$ cat src/rtl/mc_main_control.sv
// -----------------------------------------------------------------------------
// mc_main_control
// Multicycle main control FSM for the lab MIPS datapath. Decodes the opcode,
// sequences each instruction through fetch/decode/execute/memory/writeback,
// and drives ALU_op (to ALU_Control) plus every datapath mux select and write
// enable. Memory accesses handshake on mem_ready, so a slow memory simply
// holds the FSM in FETCH, MEMRD or MEMWR.
//
// Optional feature macro: MC_ADDI_EN
//   defined     -> opcode 001000 (addi) legal, via ADDI_EX -> ADDI_WB
//   not defined -> 001000 is treated like any other unrecognised opcode
//
// Ports
//   clk          in   rising-edge clock
//   rst_n        in   asynchronous active-low reset (forces IDLE)
//   Opcode[5:0]  in   instruction[31:26]; looked at only in DECODE/MEMADR
//   mem_ready    in   memory access completes this cycle
//   PCWrite, PCWriteCond, IorD, MemRead, MemWrite, MemtoReg, IRWrite,
//   RegWrite, RegDst, ALUSrcA          out  single-bit datapath controls
//   ALUSrcB[1:0] out   00 B, 01 const 4, 10 sign-ext imm, 11 imm<<2
//   PCSource[1:0] out  00 ALU result, 01 ALUOut, 10 jump target
//   ALU_op[1:0]  out   00 add, 01 subtract, 10 funct-decoded
//   retire       out   pulse in the last cycle of each instruction
//   illegal_op   out   pulse in DECODE on an unrecognised opcode
//
// Outputs are a combinational decode of the registered state (plus
// mem_ready in FETCH/MEMWR), so an asynchronous reset zeroes them at once.
// -----------------------------------------------------------------------------
module mc_main_control (
  input  logic       clk,
  input  logic       rst_n,
  input  logic [5:0] Opcode,
  input  logic       mem_ready,
  output logic       PCWrite,
  output logic       PCWriteCond,
  output logic       IorD,
  output logic       MemRead,
  output logic       MemWrite,
  output logic       MemtoReg,
  output logic       IRWrite,
  output logic       RegWrite,
  output logic       RegDst,
  output logic       ALUSrcA,
  output logic [1:0] ALUSrcB,
  output logic [1:0] PCSource,
  output logic [1:0] ALU_op,
  output logic       retire,
  output logic       illegal_op
);

  localparam logic [3:0] S_IDLE    = 4'd0;
  localparam logic [3:0] S_FETCH   = 4'd1;
  localparam logic [3:0] S_DECODE  = 4'd2;
  localparam logic [3:0] S_EXEC_R  = 4'd3;
  localparam logic [3:0] S_RWB_R   = 4'd4;
  localparam logic [3:0] S_MEMADR  = 4'd5;
  localparam logic [3:0] S_MEMRD   = 4'd6;
  localparam logic [3:0] S_MEMWB   = 4'd7;
  localparam logic [3:0] S_MEMWR   = 4'd8;
  localparam logic [3:0] S_BRANCH  = 4'd9;
  localparam logic [3:0] S_JUMP    = 4'd10;
`ifdef MC_ADDI_EN
  localparam logic [3:0] S_ADDI_EX = 4'd11;
  localparam logic [3:0] S_ADDI_WB = 4'd12;
`endif

  localparam logic [5:0] OP_RTYPE = 6'b000000;
  localparam logic [5:0] OP_LW    = 6'b100011;
  localparam logic [5:0] OP_SW    = 6'b101011;
  localparam logic [5:0] OP_BEQ   = 6'b000100;
  localparam logic [5:0] OP_J     = 6'b000010;
`ifdef MC_ADDI_EN
  localparam logic [5:0] OP_ADDI  = 6'b001000;
`endif

  logic [3:0] state_r;
  logic [3:0] next_state_s;
  logic       op_legal_s;

  // State register: reset parks the FSM in IDLE, abandoning any instruction.
  always_ff @(posedge clk or negedge rst_n) begin
    if (!rst_n) begin
      state_r <= S_IDLE;
    end else begin
      state_r <= next_state_s;
    end
  end

  // Opcode legality, used by DECODE for both next state and illegal_op.
  always_comb begin
    op_legal_s = 1'b0;
    case (Opcode)
      OP_RTYPE: op_legal_s = 1'b1;
      OP_LW:    op_legal_s = 1'b1;
      OP_SW:    op_legal_s = 1'b1;
      OP_BEQ:   op_legal_s = 1'b1;
      OP_J:     op_legal_s = 1'b1;
`ifdef MC_ADDI_EN
      OP_ADDI:  op_legal_s = 1'b1;
`endif
      default:  op_legal_s = 1'b0;
    endcase
  end

  // Next-state logic.
  always_comb begin
    next_state_s = S_FETCH;
    case (state_r)
      S_IDLE:   next_state_s = S_FETCH;
      S_FETCH: begin
        if (mem_ready) begin
          next_state_s = S_DECODE;
        end else begin
          next_state_s = S_FETCH;
        end
      end
      S_DECODE: begin
        case (Opcode)
          OP_RTYPE: next_state_s = S_EXEC_R;
          OP_LW:    next_state_s = S_MEMADR;
          OP_SW:    next_state_s = S_MEMADR;
          OP_BEQ:   next_state_s = S_BRANCH;
          OP_J:     next_state_s = S_JUMP;
`ifdef MC_ADDI_EN
          OP_ADDI:  next_state_s = S_ADDI_EX;
`endif
          default:  next_state_s = S_FETCH;
        endcase
      end
      S_EXEC_R: next_state_s = S_RWB_R;
      S_RWB_R:  next_state_s = S_FETCH;
      S_MEMADR: begin
        // Only lw and sw reach MEMADR; anything not sw is the load path.
        if (Opcode == OP_SW) begin
          next_state_s = S_MEMWR;
        end else begin
          next_state_s = S_MEMRD;
        end
      end
      S_MEMRD: begin
        if (mem_ready) begin
          next_state_s = S_MEMWB;
        end else begin
          next_state_s = S_MEMRD;
        end
      end
      S_MEMWB:  next_state_s = S_FETCH;
      S_MEMWR: begin
        if (mem_ready) begin
          next_state_s = S_FETCH;
        end else begin
          next_state_s = S_MEMWR;
        end
      end
      S_BRANCH: next_state_s = S_FETCH;
      S_JUMP:   next_state_s = S_FETCH;
`ifdef MC_ADDI_EN
      S_ADDI_EX: next_state_s = S_ADDI_WB;
      S_ADDI_WB: next_state_s = S_FETCH;
`endif
      default:  next_state_s = S_FETCH;
    endcase
  end

  // Output decode: everything defaults to 0, each state raises its controls.
  always_comb begin
    PCWrite     = 1'b0;
    PCWriteCond = 1'b0;
    IorD        = 1'b0;
    MemRead     = 1'b0;
    MemWrite    = 1'b0;
    MemtoReg    = 1'b0;
    IRWrite     = 1'b0;
    RegWrite    = 1'b0;
    RegDst      = 1'b0;
    ALUSrcA     = 1'b0;
    ALUSrcB     = 2'b00;
    PCSource    = 2'b00;
    ALU_op      = 2'b00;
    retire      = 1'b0;
    illegal_op  = 1'b0;
    case (state_r)
      S_FETCH: begin
        MemRead = 1'b1;
        ALUSrcB = 2'b01;
        // PC+4 and IR only commit when the fetch actually completes.
        IRWrite = mem_ready;
        PCWrite = mem_ready;
      end
      S_DECODE: begin
        ALUSrcB    = 2'b11;
        illegal_op = ~op_legal_s;
      end
      S_EXEC_R: begin
        ALUSrcA = 1'b1;
        ALU_op  = 2'b10;
      end
      S_RWB_R: begin
        RegDst   = 1'b1;
        RegWrite = 1'b1;
        retire   = 1'b1;
      end
      S_MEMADR: begin
        ALUSrcA = 1'b1;
        ALUSrcB = 2'b10;
      end
      S_MEMRD: begin
        MemRead = 1'b1;
        IorD    = 1'b1;
      end
      S_MEMWB: begin
        RegWrite = 1'b1;
        MemtoReg = 1'b1;
        retire   = 1'b1;
      end
      S_MEMWR: begin
        MemWrite = 1'b1;
        IorD     = 1'b1;
        retire   = mem_ready;
      end
      S_BRANCH: begin
        ALUSrcA     = 1'b1;
        ALU_op      = 2'b01;
        PCWriteCond = 1'b1;
        PCSource    = 2'b01;
        retire      = 1'b1;
      end
      S_JUMP: begin
        PCWrite  = 1'b1;
        PCSource = 2'b10;
        retire   = 1'b1;
      end
`ifdef MC_ADDI_EN
      S_ADDI_EX: begin
        ALUSrcA = 1'b1;
        ALUSrcB = 2'b10;
      end
      S_ADDI_WB: begin
        RegWrite = 1'b1;
        retire   = 1'b1;
      end
`endif
      default: begin
        PCWrite = 1'b0;
      end
    endcase
  end

endmodule

$ cat config.mk
export PLATFORM = sky130hd
export DESIGN_NAME = mc_main_control
export DESIGN_NICKNAME = d
export VERILOG_FILES = /design/src/rtl/mc_main_control.sv
export SDC_FILE = /design/constraint.sdc
export NUM_CORES = 1
export LEC_CHECK = 0
export BUFFER_PORTS_ARGS = -buffer_cell sky130_fd_sc_hd__buf_2
export CORE_MARGIN = 4
export CORE_UTILIZATION = 41
export CTS_CLUSTER_SIZE = 12
export DETAILED_ROUTE_END_ITERATION = 10
export HOLD_SLACK_MARGIN = 0.12
export PLACE_DENSITY = 0.83
export SLEW_MARGIN = 20
export SYNTH_ARGS = -nofsm -noshare
export SYNTH_HDL_FRONTEND = slang
export SYNTH_SLANG_ARGS = --single-unit
$ cat constraint.sdc
create_clock -name clk -period 1.15 [get_ports clk]
set_input_delay 0.0575 -clock clk [delete_from_list [all_inputs] [get_ports clk]]
set_output_delay 0.0575 -clock clk [all_outputs]
set_load 0.03 [all_outputs]
==> flow_summary.json <==
{
  "synth_area_leaders": "dfrtp_1 17%, nor2_1 11%, buf_6 9.3%, nand2b_4 4.6%, a21oi_1 4.1%",
  "antenna_found_initial": 0,
  "design.core.area_sq_um": 1350,
  "syn_to_final_growth_pct": 104,
  "intPower_uw": 1570,
  "first_global_vias": 911,
  "worst_setup_path_end_kind": "primary output",
  "synthMuxAreaShare": 0.0353,
  "synth-seq-area-share": 0.166,
  "post-place-ws_ps": -185,
  "grt_pass1_wl_um": 4640,
  "hold_class": "input pin to async pin",
  "worst_slew_pin_slew_ps": 390,
  "vias_per_cell": 6.72,
  "maxCapViolCount": 0,
  "fillerInstances": 59,
  "overflow": 0,
  "rows": 13,
  "fin_nets": 138,
  "ctsRootBufferMaster": "clkbuf_4",
  "max_slew_margin": 0.738,
  "leakage_uw": 0.000543,
  "synth-adder-area-share": 0,
  "violations": "negative setup slack",
  "gp_congestion": 0.839,
  "cts_tree": "done",
  "crit_arrival_ps": 1440,
  "ys_types": 35,
  "skew_ps": 1.10,
  "synth_top_family_by_area": "simple AND/OR/NAND/NOR gates",
  "grt_max_degree": 14,
  "status": "finished with violations",
  "syn_area_sq_um": 603,
  "port_buffers": 26,
  "regMostFlops": "state_r",
  "track_usage": 0.319,
  "largest_register_ff_count": 4,
  "firstDrtPassIters": 4,
  "cp.required_ps": 1090,
  "hold_viol_final": 0,
  "syn_nets": 88,
  "initial_core_util": 0.447,
  "numCtsBuffers": 3,
  "p_comb_frac": 0.845,
  "synth_top_area_share": 0.166,
  "fmax_ghz": 0.668,
  "gr-usage-met3": 0.0938,
  "fin_ws_ps": -347,
  "synth_edf_count": 0,
  "fp.dieArea_sq_um": 2150,
  "clock_latency_ps": 250,
  "critPathMaxFanout": 8,
  "synth_xor_area_frac": 0.0290,
  "drive_above_1_share": 0.709,
  "use_met2": 0.525,
  "maxSlewViolCount": 0,
  "cts.sink_count": 4,
  "post_drt_wl_per_cell_um": 24.0,
  "fin_util": 0.911,
  "crit_type": "register to primary output",
  "synth-seq-cells": 4,
  "syn_avg_cell_area_sq_um": 7.63,
  "synth_top_area_cell": "dfrtp_1",
  "rsz0062_at_grt": "yes",
  "grt_use_met1": 0.319,
  "finalSetupTns_ps": -6040,
  "finalCritPeriodShare": 1.30,
  "postSynthCellCount": 79,
  "drt_wl_total_um": 3410,
  "power.density_nw_per_um2": 2670,
  "die_w_um": 46.4,
  "reg.largest.list": "state_r x4",
  "placed_area_sq_um": 925,
  "die_h_um": 46.4,
  "ys_async_sr_fraction": 1.00,
  "peakVddDrop_v": 0.00205,
  "h-tree-depth": 1,
  "synth-compound-area-share": 0.259,
  "power_frac_clock": 0.060,
  "yosys.area_share.simple": 0.369,
  "seq_power_share": 0.095,
  "route.detailed.drc": 0,
  "ioPinCount": 27,
  "synth_most_common_cell": "nor2_1",
  "clock_path_buffers": 2,
  "switchingPower_uw": 1710,
  "num_antenna_cells": 0,
  "initialDrtViolationCount": 55,
  "startpoint_type": "register",
  "design_area_sq_um": 1230,
  "p_sw_frac": 0.521,
  "post-route-min-period_ps": 1500,
  "routed-via-count": 954,
  "synth_commonest_cells": "17 x nor2_1, 5 x a21oi_1, 5 x buf_6, 5 x nand2_1",
  "dominantRegCellSynth": "dfrtp_1",
  "finalSetupViolCount": 22,
  "ys_warn_count": 0,
  "top_usage_layer": "met2",
  "stdcell_count": 142,
  "ant_nets": 0,
  "placedCellCount": 131,
  "clk_pin_slew_ps": 40,
  "dp.final_hpwl_um": 1640
}
-- worst paths after layout --
path | from | endpoint | slack (ps) | cells past startpoint
setup reg to reg | state_r[0]$_DFF_PN0_ | state_r[0]$_DFF_PN0_ | -270 | 7
min in group clk | Opcode[3] | state_r[3]$_DFF_PN0_ | 220 | 3
setup / recovery | state_r[1]$_DFF_PN0_ | IRWrite | -350 | 4
hold / removal | rst_n | state_r[3]$_DFF_PN0_ | 160 | 2
max in group asynchronous | rst_n | state_r[0]$_DFF_PN0_ | 850 | 2
hold reg to reg | state_r[3]$_DFF_PN0_ | state_r[1]$_DFF_PN0_ | 700 | 2
-- power by group through the flow --
stage / combinational (uW) / clock (uW) / sequential, uW
2_1_floorplan: 1450 / 0 / 242
4_1_cts: 2550 / 187 / 297
3_3_place_gp: 1850 / 0 / 306
6_report: 2770 / 195 / 313
5_1_grt: 2880 / 200 / 316
3_5_place_dp: 1920 / 0 / 315
-- layer usage --
metal,share of wire,vias up
li1,-,379
met1,0.32,434
met2,0.46,98
met3,0.11,43
met4,0.10,0
met5,0,-
-- critical path, stage by stage, from the launching register on --
cell and delay (ps):
dfrtp_2 460, nand3b_1 260, buf_4 190, nor3_4 120, buf_6 150
-- kinds of logic after synthesis --
logic type / after synthesis
and+or+nand+nor: 40
buffers and inverters: 10
AOI/OAI and AO/OA: 21
xor gates and xnor gates: 2
muxes: 2
DFF: 4
-- placed cells by master (no fill, tap or decap), drive strengths merged, types with 2 or more instances in the layout --
cell	instances
a21oi	6
buf	52
clkbuf	3
dfrtp	4
nand2	5
nand2b	3
nand3	2
nor2	17
nor2b	4
nor3	6
o211a	2
o21ai	5
-- metrics by stage --
| step | hold slack [ps] | power (uW) |
|---|---|---|
| floorplan | -238 | 1690 |
| global placement | -135 | 2160 |
| detailed placement | -130 | 2240 |
| CTS | 151 | 3040 |
| global route | 173 | 3400 |
| finish | 156 | 3280 |
-- what timing repair did --
action                                 in CTS  in global routing
endpoints found under the hold margin       4                  0
setup buffers                               6                  1
resized for setup                          57                  9
gates cloned                                1                  0
pin swaps                                   9                  7
setup endpoints to repair                  22                 22
hold buffers                                1                  0
-- final cells by class --
type,instances,area [sq um],area share
multi-input cells,66,594,0.483
clock buffers,3,22.5,0.0183
flip-flops and latches,4,105,0.0855
repair buffers,53,485,0.395
well taps,15,18.8,0.0153
inverters,1,3.75,0.00305
(Power assumes the default switching activity.)
